[config.mk]
export PLATFORM = sky130hd
export DESIGN_NAME = key_pulse_gen
export DESIGN_NICKNAME = d
export VERILOG_FILES = /design/src/rtl/key_pulse_gen_pkg.sv /design/src/rtl/key_sync_edge.sv /design/src/rtl/key_pulse_gen.sv
export SDC_FILE = /design/constraint.sdc
export NUM_CORES = 1
export LEC_CHECK = 0
export CAP_MARGIN = 25
export CELL_PAD_IN_SITES_DETAIL_PLACEMENT = 1
export CELL_PAD_IN_SITES_GLOBAL_PLACEMENT = 2
export CORE_MARGIN = 4
export CORE_UTILIZATION = 36
export DETAILED_ROUTE_END_ITERATION = 10
export PLACE_DENSITY = 0.75
export SYNTH_ARGS = -nofsm -noshare
export SYNTH_HDL_FRONTEND = slang
export SYNTH_HIERARCHICAL = 1
export SYNTH_SLANG_ARGS = --single-unit
[constraint.sdc]
create_clock -name clk -period 2.29 [get_ports clk]
set_input_delay 0.3435 -clock clk [delete_from_list [all_inputs] [get_ports clk]]
set_output_delay 0.3435 -clock clk [all_outputs]
set_load 0.02 [all_outputs]
[src/rtl/key_pulse_gen_pkg.sv]
// Shared definitions for the debounced key pulse generator:
// FSM state encoding and the debounce counter width helper.
package key_pulse_gen_pkg;

   typedef enum logic [1:0] {
      IDLE    = 2'd0,
      FILT_DN = 2'd1,
      DOWN    = 2'd2,
      FILT_UP = 2'd3
   } key_state_t;

   // Smallest width that can hold values 0..n-1, never below one bit.
   function automatic int cnt_width(input int n);
      int w;
      w = 1;
      for (int i = 1; i < 31; i++) begin
         if ((32'sd1 <<< (i - 1)) < n) begin
            w = i;
         end else begin
            w = w;
         end
      end
      return w;
   endfunction

endpackage

[src/rtl/key_sync_edge.sv]
// Two-flop synchronizer for the raw key level plus one history flop;
// edges come only from the synchronized level and its delayed copy.
module key_sync_edge (
   input  logic clk,
   input  logic rst,
   input  logic key_in,
   output logic s2,
   output logic fall,
   output logic rise
);

   logic s1_r;
   logic s2_r;
   logic s3_r;

   // synchronizer chain, idles at the released (high) level
   always_ff @(posedge clk) begin
      if (rst) begin
         s1_r <= 1'b1;
         s2_r <= 1'b1;
         s3_r <= 1'b1;
      end else begin
         s1_r <= key_in;
         s2_r <= s1_r;
         s3_r <= s2_r;
      end
   end

   assign s2   = s2_r;
   assign fall = s3_r & ~s2_r;
   assign rise = ~s3_r & s2_r;

endmodule

[src/rtl/key_pulse_gen.sv]
// Debounced push-button: emits a one-cycle press pulse (drives a counter
// carry-in), a one-cycle release pulse and the debounced level.
module key_pulse_gen
   import key_pulse_gen_pkg::*;
#(
   parameter int unsigned CNT_MAX = 1000000
) (
   input  logic clk,
   input  logic rst,
   input  logic key_in,
   output logic key_flag,
   output logic release_flag,
   output logic key_state
);

   localparam int CW = cnt_width(int'(CNT_MAX));
   localparam logic [CW-1:0] CNT_LAST = CW'(CNT_MAX - 32'd1);

   logic s2_s;
   logic fall_s;
   logic rise_s;

   key_state_t    state_r;
   key_state_t    prev_r;
   key_state_t    state_s;
   logic [CW-1:0] cnt_r;
   logic [CW-1:0] cnt_s;
   logic          key_flag_r;
   logic          release_flag_r;
   logic          key_state_r;

   key_sync_edge u_sync (
      .clk    (clk),
      .rst    (rst),
      .key_in (key_in),
      .s2     (s2_s),
      .fall   (fall_s),
      .rise   (rise_s)
   );

   // state and debounce counter registers
   always_ff @(posedge clk) begin
      if (rst) begin
         state_r <= IDLE;
         prev_r  <= IDLE;
         cnt_r   <= {CW{1'b0}};
      end else begin
         state_r <= state_s;
         prev_r  <= state_r;
         cnt_r   <= cnt_s;
      end
   end

   // next-state logic; the counter is only non-zero inside a filter window
   always_comb begin
      state_s = state_r;
      cnt_s   = {CW{1'b0}};
      case (state_r)
         IDLE: begin
            if (fall_s) begin
               state_s = FILT_DN;
            end else begin
               state_s = IDLE;
            end
         end
         FILT_DN: begin
            if (!s2_s) begin
               if (cnt_r == CNT_LAST) begin
                  state_s = DOWN;
               end else begin
                  cnt_s = cnt_r + CW'(1);
               end
            end else begin
               state_s = IDLE;
            end
         end
         DOWN: begin
            if (rise_s) begin
               state_s = FILT_UP;
            end else begin
               state_s = DOWN;
            end
         end
         FILT_UP: begin
            if (s2_s) begin
               if (cnt_r == CNT_LAST) begin
                  state_s = IDLE;
               end else begin
                  cnt_s = cnt_r + CW'(1);
               end
            end else begin
               state_s = DOWN;
            end
         end
         default: begin
            state_s = IDLE;
         end
      endcase
   end

   // pulses mark the completed filter transitions only, never an abort
   always_ff @(posedge clk) begin
      if (rst) begin
         key_flag_r     <= 1'b0;
         release_flag_r <= 1'b0;
         key_state_r    <= 1'b1;
      end else begin
         key_flag_r     <= (state_r == DOWN) && (prev_r == FILT_DN);
         release_flag_r <= (state_r == IDLE) && (prev_r == FILT_UP);
         key_state_r    <= (state_r == IDLE) || (state_r == FILT_DN);
      end
   end

   assign key_flag     = key_flag_r;
   assign release_flag = release_flag_r;
   assign key_state    = key_state_r;

endmodule

==> results.md <==
- FF-to-FF setup slack: 0.17 ns
- Register area share after synthesis: 49.69%
- Die Ht: 65.94 µm
- Critical path type: flip-flop to flip-flop
- Final Cycle Share: 92.56%
- Hold Path End: u_sync/s2$_SDFF_PP1_
- Min-delay worst type: flip-flop to flip-flop
- Routed WL per cell: 13.65 µm
- Clk sink count: 30
- Worst Setup SP: cnt_r[0]$_SDFF_PP0_
- GRT Total Usage: 14.31%
- Syn. warnings: 6
- Final Setup Violations: 0
- Synth cell types: 28
- VDD IR max: 0.3194 mV
- Worst-margin pin slew: 0.3206 ns
- WHS Path Cells: 1
- Num rows: 20
- Routed WL: between 2000 and 3000 µm
- Die area: about 0.0043 mm²
- Maximum clock insertion buffer count: 2
- Largest stage delay on the critical path: around 0.64 ns
- Std-Cell Core Area: 0.003128 mm²
- Most used cell, CP: or4_1
- Number of synthesized flops with an enable pin: 0
- Critical Path Fanout Max: 8
- Total number of vias: 965
- Initial Util: 38.64%
- Post-Layout Cell Count: 190
- Total CTS buffers: 5
- WP buf/inv: 1
- Critical path, cell by cell: ha_2 -> inv_1 -> or4_1 -> or4_1 -> a21oi_1
- Layout cell share with drive strength beyond 1: 9.589%
- Synth Register Bits: 30
- Width of the die: 65.94 µm
- Fin. max-slew vios: 0
- Post CTS Setup Buffer Count: 0
- Crit-path slowest cell: or4_1
- Antenna diodes: 0
- Number of H-tree levels: 2
- Worst Skew: 0.008161 ns
- Initial antenna violation count: 0
- Sw frac: 22.46%
- Area share of the largest cell type after synthesis: 49.69%
- Reg clk slew, reported paths: 0.09 ns
- Rel. slew slack: 78.43%
- Synthesized area: 0.001209 mm²
- Power Total: 874.6 µW
- Largest net degree at the start of global routing: 21
- Worst path top cell family by delay: simple AND/OR/NAND/NOR gates
- Clock Power Share: 38.6%
- First DRT Iteration DRCs: 27
- Post-synth top area cell: dfxtp_1
- Fillers: 366
- FMAX: 0.4718 GHz
- Post-synth top flop: dfxtp_1
- Logic pwr share: 1.3%
- DRC viols: 0
- Required @ worst endpoint: 2.56 ns
- Pwr Density: 632.0 mW/mm²
- Placed Cells incl. Taps: 182
- First-pass GRT wire length: 4671 µm
- Min Tclk post-route: 2.120 ns
- Fin. Hold Viols: 0
- IO buf count: 5
- Layout Area Growth over Synthesis: 14.49%
- HPWL Detailed: 1920 µm
- Post-synth top cells: 30 x dfxtp_1, 15 x nor2_1, 10 x a21oi_1
- Vias in the first global route: between 1000 and 1500
- Clk_lat worst skew: 0.34 ns
- Internal: 678.2 µW
- FFs w/ async S/R, synth: 0%
- Routed Antenna Nets: 0
- Syn_area_per_cell: 9.020 µm²
- Area of the multi-input gates: approximately 570 µm²
- Worst Setup Start Kind: flip-flop
- Remaining Overflow, GRT: 0
- CTS root buffer: clkbuf_4
- Synth Net Count: 138
- Place WS: 0.1504 ns
- CP arrival: 2.39 ns
- Flop pwr share: 60.1%
- Gpl congestion: 0.7327
- Nets: 149
- Final Core Density: 44.24%
- Top post-synthesis cells by area: dfxtp_1 50%, xnor2_1 5.1%, or4_1 5.0%
- R2r worst-path depth: 5
- Critical path capture point type: flip-flop
- Routed vias/inst: about 5
- TritonCTS clock tree: yes
- IO Count: 6
- Worst hold path startpoint: u_sync/s1_r$_SDFF_PP1_
- Post-route setup TNS: 0 ns
- Status: finished clean
- Cell with the most instances after synthesis: dfxtp_1
- Max Cap Viol: 0
- RSZ-0062 raised after global routing: no
- Leakage: 0.0004242 µW
- Worst r2r src: cnt_r[0]$_SDFF_PP0_
- Router iterations before antenna repair: 4
- Seq. cell area: 600.6 µm²
- Reg2reg end: cnt_r[18]$_SDFF_PP0_
- Cells after Synth: between 100 and 150
- Sw Pwr: a little under 200 µW
- Setup WS post-layout: 0.1705 ns
-- state kept, by name (all words and copies together), names as in the netlist, named ones only --
signal	count
state_r	1
prev_r	2
cnt_r	20
key_state	1
release_flag	1
u_sync/s1_r	1
u_sync/s2	1
u_sync/s3_r	1
key_flag	1
-- routing by layer --
metal  share of wire (%)  global-route usage, %  up-vias
li1                    -                      -      491
met1                  43                  15.27      455
met2                  51                  25.16       13
met3                 3.9                  5.272        6
met4                 2.1                  6.091        0
met5                   0                      0        -
-- layout by cell type, fill, tap and decap left out, drive strengths merged --
master          n
nand4           3
xnor2           7
clkdlybuf4s50   5
or3             5
and4            1
a21oi          10
inv             6
nor3            3
nand2b          1
nor2           15
mux2            1
nor4b           1
dfxtp          30
clkinvlp        1
nor2b           1
nor4            1
xor2            4
clkinv          1
and2b           1
o211ai          2
or4             8
buf             3
o31ai           4
or2             3
nand3           8
clkbuf          6
and3            1
o21ai           5
nand2           8
ha              1
-- metrics by stage --
step	cell area (µm²)	hold WS, ns
detailed placement	1318	0.3965
global route	1384	0.4504
finish	1384	0.4219
floorplan	1209	0.3832
global placement	1318	0.3904
CTS	1381	0.4233
-- cell families after synthesis --
group / Yosys count / share of synthesized area [%]
AND/OR/NAND/NOR: 60 / 27.02
XOR/XNOR: 11 / 7.971
flip-flops: 30 / 49.69
buffers and inverters: 10 / 3.415
multiplexers: 1 / 0.9316
adder cells (fa/ha/maj): 1 / 1.035
AO/OA/AOI/OAI: 21 / 9.937
-- cell type report --
| class | count | area share, % |
|---|---|---|
| Clock buffer | 6 | 3.707 |
| Sequential cell | 30 | 43.40 |
| Multi-Input combinational cell | 94 | 41.14 |
| Clock inverter | 2 | 0.9042 |
| Tap cell | 44 | 3.978 |
| Timing Repair Buffer | 8 | 5.244 |
| Inverter | 6 | 1.627 |
-- power by group through the flow --
| stage | Clock [µW] | Combinational [µW] | Sequential [µW] |
|---|---|---|---|
| 4_1_cts | 351 | 11.8 | 526 |
| 6_report | 337 | 11.6 | 526 |
| 3_5_place_dp | 0 | 11.7 | 538 |
| 5_1_grt | 379 | 13.0 | 527 |
| 3_3_place_gp | 0 | 10.9 | 538 |
| 2_1_floorplan | 0 | 5.59 | 538 |
-- worst register-to-register path, delay by kind of cell (launching register included) --
kind | cells | cell delay (ns)
simple gates | 2 | 1.15
buf+inv | 1 | 0.06
fa+ha+maj | 1 | 0.26
flops | 1 | 0.41
compound gates | 1 | 0.16
-- how the worst max path moves through the flow --
stage	end	slack, ns	depth (start not counted)
floorplan	cnt_r[18]$_SDFF_PP0_	0.32	6
global placement	cnt_r[18]$_SDFF_PP0_	0.27	5
detailed placement	cnt_r[18]$_SDFF_PP0_	0.15	5
CTS	cnt_r[18]$_SDFF_PP0_	0.10	5
global route	cnt_r[18]$_SDFF_PP0_	0.004	5
finish	cnt_r[18]$_SDFF_PP0_	0.17	5
-- timing repair --
item / in CTS / in global routing
hold buffers: 0 / 0
resized for setup: 0 / 1
setup endpoints to repair: 0 / 1
Power figures use the tool's default switching activity.
